==> config.mk <==
export PLATFORM = sky130hd
export DESIGN_NAME = alu_ctrl_pipe
export DESIGN_NICKNAME = d
export VERILOG_FILES = /design/src/rtl/alu_ctrl_pipe.sv
export SDC_FILE = /design/constraint.sdc
export NUM_CORES = 1
export LEC_CHECK = 0
export CAP_MARGIN = 20
export CELL_PAD_IN_SITES_DETAIL_PLACEMENT = 1
export CELL_PAD_IN_SITES_GLOBAL_PLACEMENT = 2
export CORE_MARGIN = 4
export CORE_UTILIZATION = 40
export CTS_CLUSTER_DIAMETER = 80
export DETAILED_ROUTE_END_ITERATION = 12
export DONT_BUFFER_PORTS = 1
export HOLD_SLACK_MARGIN = 0.03
export PLACE_DENSITY = 0.83
export SYNTH_ARGS = -nofsm -noshare
export SYNTH_HDL_FRONTEND = slang
export SYNTH_SLANG_ARGS = --single-unit
==> constraint.sdc <==
create_clock -name clk_i -period 4.09 [get_ports clk_i]
set_input_delay 0.818 -clock clk_i [delete_from_list [all_inputs] [get_ports clk_i]]
set_output_delay 0.818 -clock clk_i [all_outputs]
set_load 0.02 [all_outputs]
==> src/rtl/alu_ctrl_pipe.sv <==
// Elastic STAGES-deep decode pipeline: opcode -> ALU op class, illegal flag and optional M-ext flag,
// plus a saturating counter of delivered illegal instructions. Define ALU_CTRL_MEXT_EN to decode MUL/DIV.
module alu_ctrl_pipe #(
   parameter int STAGES = 2,
   parameter int TAG_W  = 5,
   parameter int CNT_W  = 8
) (
   input  logic             clk_i,
   input  logic             rst_ni,
   input  logic             valid_i,
   output logic             ready_o,
   input  logic [6:0]       opcode_i,
   input  logic [6:0]       funct7_i,
   input  logic [TAG_W-1:0] tag_i,
   input  logic             flush_i,
   output logic             valid_o,
   input  logic             ready_i,
   output logic [2:0]       aluop_o,
   output logic             illegal_o,
   output logic             mext_o,
   output logic [TAG_W-1:0] tag_o,
   output logic [CNT_W-1:0] illegal_cnt_o
);

   localparam int LAST = STAGES - 1;

   logic [STAGES-1:0] valid_q, valid_d, en, adv;
   logic [2:0]        aluop_q   [STAGES];
   logic [2:0]        aluop_d   [STAGES];
   logic              illegal_q [STAGES];
   logic              illegal_d [STAGES];
   logic              mext_q    [STAGES];
   logic              mext_d    [STAGES];
   logic [TAG_W-1:0]  tag_q     [STAGES];
   logic [TAG_W-1:0]  tag_d     [STAGES];
   logic [CNT_W-1:0]  cnt_q, cnt_d;

   logic [2:0] dec_aluop;
   logic       dec_illegal;
   logic       dec_mext;

   always_comb begin
      dec_aluop   = 3'b000;
      dec_illegal = 1'b0;
      dec_mext    = 1'b0;
      case (opcode_i)
         7'b0110011: begin
            if (funct7_i == 7'b0000001) begin
`ifdef ALU_CTRL_MEXT_EN
               dec_mext    = 1'b1;
`else
               dec_illegal = 1'b1;
`endif
            end
         end
         7'b0010011: dec_aluop = 3'b001;
         7'b1100011: dec_aluop = 3'b010;
         7'b1100111: dec_aluop = 3'b011;
         7'b1101111: dec_aluop = 3'b011;
         7'b0000011: dec_aluop = 3'b100;
         7'b0100011: dec_aluop = 3'b101;
         7'b0110111: dec_aluop = 3'b110;
         7'b0010111: dec_aluop = 3'b111;
         default:    dec_illegal = 1'b1;
      endcase
   end

   // Backpressure ripples from the output stage toward the input, one stage per loop step.
   always_comb begin
      logic en_next;
      en      = '0;
      adv     = '0;
      en_next = ready_i;
      for (int k = STAGES - 1; k >= 0; k--) begin
         adv[k]  = valid_q[k] & en_next;
         en[k]   = ~valid_q[k] | adv[k];
         en_next = en[k];
      end
   end

   always_comb begin
      valid_d = valid_q;
      for (int k = 0; k < STAGES; k++) begin
         aluop_d[k]   = aluop_q[k];
         illegal_d[k] = illegal_q[k];
         mext_d[k]    = mext_q[k];
         tag_d[k]     = tag_q[k];
      end
      if (en[0]) begin
         valid_d[0] = valid_i;
         if (valid_i) begin
            aluop_d[0]   = dec_aluop;
            illegal_d[0] = dec_illegal;
            mext_d[0]    = dec_mext;
            tag_d[0]     = tag_i;
         end
      end
      for (int k = 1; k < STAGES; k++) begin
         if (en[k]) begin
            valid_d[k] = valid_q[k-1];
            if (valid_q[k-1]) begin
               aluop_d[k]   = aluop_q[k-1];
               illegal_d[k] = illegal_q[k-1];
               mext_d[k]    = mext_q[k-1];
               tag_d[k]     = tag_q[k-1];
            end
         end
      end
      if (flush_i) valid_d = '0;
   end

   always_comb begin
      cnt_d = cnt_q;
      if (adv[LAST] && illegal_q[LAST] && !flush_i && (cnt_q != {CNT_W{1'b1}}))
         cnt_d = cnt_q + {{(CNT_W-1){1'b0}}, 1'b1};
   end

   always_ff @(posedge clk_i or negedge rst_ni) begin
      if (!rst_ni) begin
         valid_q <= '0;
         cnt_q   <= '0;
         for (int k = 0; k < STAGES; k++) begin
            aluop_q[k]   <= 3'b000;
            illegal_q[k] <= 1'b0;
            mext_q[k]    <= 1'b0;
            tag_q[k]     <= '0;
         end
      end else begin
         valid_q <= valid_d;
         cnt_q   <= cnt_d;
         for (int k = 0; k < STAGES; k++) begin
            aluop_q[k]   <= aluop_d[k];
            illegal_q[k] <= illegal_d[k];
            mext_q[k]    <= mext_d[k];
            tag_q[k]     <= tag_d[k];
         end
      end
   end

   assign ready_o       = en[0];
   assign valid_o       = valid_q[LAST];
   assign aluop_o       = aluop_q[LAST];
   assign illegal_o     = illegal_q[LAST];
   assign mext_o        = mext_q[LAST];
   assign tag_o         = tag_q[LAST];
   assign illegal_cnt_o = cnt_q;

endmodule

==> reports/qor.yml, run 1 <==
use_met2_pct: 20.79
drive_gt1_share_pct: 5.691
hpwl_microns: 2102
hold_class: "in2async"
worst_pin_slew_ps: 538.0
cts_made_buffers: 3
yosysUniqueCellTypes: 35
avgSynthCellArea_sq_um: 10.53
use_met1_pct: 18.13
antennaDiodeCount: 0
globalRoute.totalOverflow: 0
fp.dieArea_sq_um: 4482
grt_pass1_vias: 964
rows: 21
insertion_delay_ps: 320
hold_violations: 0
clock-sinks: 28
fin_nets: 150
grt_max_degree: 29
num_vias: 897
critical_path.cell_chain: "nand3b_1"
ys_seq_elements: 28
antenna_found_initial: 0
p_clk_share_pct: 20.6
clock.fmax_mhz: 493.5
crit_required_ps: 3270
start_util_pct: 41.66
fin_crit_sh_pct: 49.55
antenna_left: 0
combPwrFrac_pct: 11.1
criticalPathCategory: "reg2out"
syn-num-nets: 157
critPathMaxFanout: 5
whs_ps: 165.7
gp_congestion: 0.7467
p_int_uw: 373.6
grt_util_met3_pct: 3.204
pwr-share-seq_pct: 68.4
clk_pin_slew_ps: 150
powerDensity_nw_per_um2: 393.9
io_buffer_count: 0
die_w_microns: 66.95
cp_num_buf_inv: 0
crit_path_end_kind: "primary output"
multi_input_area_sq_um: 583.1
drtIter0Drc: 31
cts_hold_buf: 0
slowest_stage: "dfrtp_1"
chipHeight_microns: 66.95
h-tree-depth: 1
post_cts_buffers: 0
seq_area_frac_synth_pct: 50.41
wl_microns: 2762
async_reset_ff_share_pct: 100.0
synth_enable_flop_cells: 0
p_sw_share_pct: 31.20
nFillCells: 407
post-route-cell-area_sq_um: 1379
syn2layout_area_growth_pct: -0.8102
switching_power_uw: 169.5
cts_tree: "built"
maxSlewHeadroom_pct: 64.13
drv_slew: 0
top_usage_layer: "met2"
wl_per_cell_microns: 16.34
p_leak_nw: 0.6232
ys_warn_count: 0
dr.pass1.iters: 4
clk_path_buf_depth: 2
core-area_sq_um: 3337
ff_latch_area_sq_um: 700.7
status: "finished clean"
ir_drop_uv: 116.4
drc: 0
ctsResizeCount: 0
crit_path_start_kind: "register"
place_area_sq_um: 1356
setup_viol: 0
period_needed_ps: 2026
synthFlopType: "dfrtp_1"
vias_per_cell: 5.308
finClkSkew_ps: 5.373
pin_count: 44
rsz0062_at_grt: "false"
slowest_delay_ps: 550
grt_usage_pct: 13.40
synthesis.area_sq_um: 1390
netlist_instances: 132
path_delay_family: "flip-flops"
root_buffer: "clkbuf_4"
cp.arrival_ps: 1210
fin_tns_setup_ps: 0
max_cap_violations: 0
grt_pass1_wl_microns: 4581
[layer usage]
layer,share of wire [%],up-vias,wire (microns)
li1,-,428,-
met1,48,436,1313
met2,45,33,1255
met3,7.0,0,193
met4,0,0,0
met5,0,-,0
[cell type report]
class / instances / area share [%]
Sequential cell: 28 / 50.82
Tap cell: 46 / 4.174
Inverter: 4 / 1.089
Multi-Input combinational cell: 88 / 42.29
Clock buffer: 3 / 1.633
[metrics by stage]
| step | instances | setup WS (ps) | util (%) | power, mW |
|---|---|---|---|---|
| final | 169 | 2064 | 41.32 | 0.5431 |
| after global routing | 169 | 1989 | 41.32 | 0.5710 |
| after CTS | 169 | 2037 | 41.32 | 0.5508 |
| after detailed placement | 166 | 2011 | 40.64 | 0.4385 |
| after global placement | 166 | 2066 | 40.64 | 0.4342 |
| after floorplan | 132 | 2162 | - | 0.4410 |
[synthesized netlist by cell type, types with 2 or more instances]
master	instances	area, sq um
xnor2_1	3	26.28
nand3_1	4	20.02
nand2_1	29	108.9
nand4_1	3	18.77
o21a_1	3	22.52
nor3_1	4	20.02
nor4_1	2	12.51
inv_1	3	11.26
nand3b_1	2	15.01
a21oi_1	3	15.01
mux2_1	9	101.4
nor2_1	3	11.26
o21ai_1	2	10.01
xor2_1	5	43.79
buf_4	10	75.07
dfrtp_1	28	700.7
[placed cells by master, fill, tap and decap left out, drive strengths merged, types with 2 or more instances in the layout]
cell,instances
o21a,3
nor3,4
inv,4
nor4,2
nand2,29
dfrtp,28
nand4,3
xnor2,3
a21oi,3
nand3,4
clkbuf,3
xor2,5
o21ai,3
nor2,3
nand3b,2
mux2,10
[power by group through the flow]
stage               clock [mW]  combinational, mW  sequential (mW)
detailed placement           0             0.0604            0.378
CTS                      0.118             0.0605            0.373
global placement             0             0.0573            0.377
finish                   0.112             0.0601            0.371
global route             0.125             0.0700            0.376
floorplan                    0             0.0877            0.353
[flip-flops by register name, indices dropped and copies added, names as in the netlist]
name           count
illegal_cnt_o      8
tag_o              5
aluop_o            3
aluop_q            3
illegal_o          1
illegal_q          1
valid_q            2
tag_q              5
[final timing paths]
path / startpoint / slack, ps / to / cells after the start
min: rst_ni / 170 / tag_o[1] / 0
min reg2reg: aluop_q[5] / 500 / aluop_q[5] / 2
max reg2reg: valid_q[1] / 2280 / illegal_q[1] / 4
max: valid_q[1] / 2060 / ready_o / 1
max in group asynchronous: rst_ni / 3840 / illegal_cnt_o[5] / 0
min in group clk_i: aluop_q[5] / 500 / aluop_q[5] / 2
[cell families (layout without fill, tap and decap cells)]
logic type / count (synthesis) / count (layout) / share of synthesized area [%]
adders and majority gates: 1 / 1 / 0.8999
and+or+nand+nor: 54 / 54 / 19.08
DFF: 28 / 28 / 50.40
xor gates and xnor gates: 8 / 8 / 5.041
AOI/OAI and AO/OA: 14 / 14 / 8.282
buffers and inverters: 16 / 7 / 7.650
other: 1 / 1 / 0.2698
muxes: 10 / 10 / 8.371
(Power assumes the default switching activity.)
==> inputs of run 2 (changes only) <==
--- a/config.mk
+++ b/config.mk
@@ -9,12 +9,12 @@
 export CELL_PAD_IN_SITES_DETAIL_PLACEMENT = 1
 export CELL_PAD_IN_SITES_GLOBAL_PLACEMENT = 2
 export CORE_MARGIN = 4
-export CORE_UTILIZATION = 40
+export CORE_UTILIZATION = 37
 export CTS_CLUSTER_DIAMETER = 80
 export DETAILED_ROUTE_END_ITERATION = 12
 export DONT_BUFFER_PORTS = 1
 export HOLD_SLACK_MARGIN = 0.03
-export PLACE_DENSITY = 0.83
+export PLACE_DENSITY = 0.78
 export SYNTH_ARGS = -nofsm -noshare
 export SYNTH_HDL_FRONTEND = slang
 export SYNTH_SLANG_ARGS = --single-unit
==> constraint.sdc (replaced) <==
create_clock -name clk_i -period 2 [get_ports clk_i]
set_input_delay 0.4 -clock clk_i [delete_from_list [all_inputs] [get_ports clk_i]]
set_output_delay 0.4 -clock clk_i [all_outputs]
set_load 0.02 [all_outputs]
==> reports/qor.yml, run 2 (synthesis results as in run 1) <==
status: "finished clean"
power.total_mw: 1.199  # +120%
clock.fmax_mhz: 576.7
worst_pin_slew_ps: 549.8  # +11.87 ps
cp.arrival_ps: 1880  # +670 ps
syn2layout_area_growth_pct: 3.961
largest_reg_flops: 8  # unchanged
max_cap_violations: 0  # unchanged
chipHeight_microns: 69.30  # +3.5%
period_needed_ps: 1734
hold_class: "in2reg"
gp_congestion: 0.7680  # +2.9%
antennaDiodeCount: 0  # unchanged
antenna_left: 0  # unchanged
place_area_sq_um: 1374  # +1.3%
drtIter0Drc: 15  # -52%
fin_tns_setup_ps: 0  # unchanged
h-tree-depth: 1  # unchanged
use_met2_pct: 19.07  # -1.7 points
vias_per_cell: 5.331  # +0.45%
core-area_sq_um: 3633  # +8.9%
dr.pass1.iters: 2  # -2
io_buffer_count: 0  # unchanged
clk_pin_slew_ps: 90  # -60 ps
whs_ps: 184.7  # +18.96 ps
fin_nets: 154  # +2.7%
ctsResizeCount: 0  # unchanged
final_common_cell: "nand2_1"
die_w_microns: 69.30  # +3.5%
fp.dieArea_sq_um: 4802  # +7.1%
fin_crit_sh_pct: 86.70
pin_count: 44  # unchanged
root_buffer: "clkbuf_8"
worst_slack_ps: 266.0  # -1798 ps
grt_pass1_vias: 962  # -0.21%
use_met1_pct: 16.73  # -1.4 points
wl_microns: 2908  # +5.3%
grt_pass1_wl_microns: 4905  # +7.1%
powerDensity_nw_per_um2: 829.8  # +110%
finClkSkew_ps: 1.566  # -3.808 ps
hpwl_microns: 2273  # +8.1%
top_usage_layer: "met2"
insertion_delay_ps: 260  # -60 ps
clock-sinks: 28  # unchanged
maxSlewHeadroom_pct: 63.34  # -0.79 points
num_vias: 933  # +4.0%
globalRoute.totalOverflow: 0  # unchanged
rsz0062_at_grt: "false"
hold_violations: 0  # unchanged
grt_max_degree: 29  # unchanged
drive_gt1_share_pct: 7.874  # +2.2 points
cts_tree: "built"
wl_per_cell_microns: 16.62  # +1.7%
antenna_found_initial: 0  # unchanged
setup_viol: 0  # unchanged
crit_path_start_kind: "register"
critPathMaxFanout: 6  # +1
post-route-cell-area_sq_um: 1445  # +4.8%
cts_made_buffers: 3  # unchanged
ir_drop_uv: 398.2  # +240%
start_util_pct: 38.26  # -3.4 points
crit_path_end_kind: "register"
dpl_worst_slack_ps: 277.0  # -1734 ps
clk_path_buf_depth: 2  # unchanged
crit_required_ps: 2140  # -1130 ps
grt_usage_pct: 12.39  # -1.0 points
drc: 0  # unchanged
p_leak_nw: 0.6535  # +4.9%
grt_util_met3_pct: 3.623  # +0.42 points
layout_common_cells: "nand2_1, dfrtp_1, mux2_1"
rows: 22  # +4.8%
drv_slew: 0  # unchanged
criticalPathCategory: "reg2reg"
==> run 2: cell count changes in the layout (fill, tap and decap cells not counted) <==
cell / change
clkbuf_4: -3
clkbuf_8: +3
buf_4: +2
buf_12: +1
dlygate4sd3_1: +1
==> run 2: area by class of cell <==
cell class,instances,area [sq um]
tap,48,60.06
sequential,28,700.7
clock buffer,3,41.29
inverter,4,15.01
multi-input combinational,88,583.1
fill,422,2188
timing repair buffer,4,45.04
==> run 2: metrics by stage <==
step                      cells  utilization [%]
after CTS                   175            39.77
after detailed placement    170            37.81
after global routing        175            39.77
after floorplan             132                -
after global placement      170            37.81
final                       175            39.77
==> run 2: path summary, 6_finish.rpt <==
check,start,to,slack [ps],cells past startpoint
min reg2reg,tag_q[6],tag_q[6],480,2
max,illegal_cnt_o[0],illegal_cnt_o[5],270,5
max reg2reg,illegal_cnt_o[0],illegal_cnt_o[5],270,5
min,flush_i,valid_q[0],180,1
min in group asynchronous,rst_ni,tag_q[9],570,2
max in group asynchronous,rst_ni,illegal_q[1],1280,2
==> run 2: critical path, stage by stage (launching register included) <==
cell and delay (ps):
dfrtp_1 530, ha_1 270, nand3_1 120, o21ai_1 420, nor3_1 110, xor2_1 160
==> run 2: metal layers <==
| metal | wire length (microns) | part of all wire [%] | vias to the layer above |
|---|---|---|---|
| met4 | 27 | 0.93 | 0 |
| met2 | 1376 | 47 | 29 |
| li1 | - | - | 438 |
| met3 | 200 | 6.9 | 2 |
| met5 | 0 | 0 | - |
| met1 | 1304 | 45 | 464 |
==> run 2: what timing repair did <==
item / in CTS / in global routing
setup buffers: 0 / 0
hold buffers: 2 / 0
hold endpoints to repair: 28 / 0
==> run 2: power by group <==
group / total (mW) / internal, mW / switching (mW)
clock: 0.295 / 0.135 / 0.161
sequential: 0.761 / 0.630 / 0.132
combinational: 0.142 / 0.0711 / 0.0713
total: 1.20 / 0.836 / 0.364
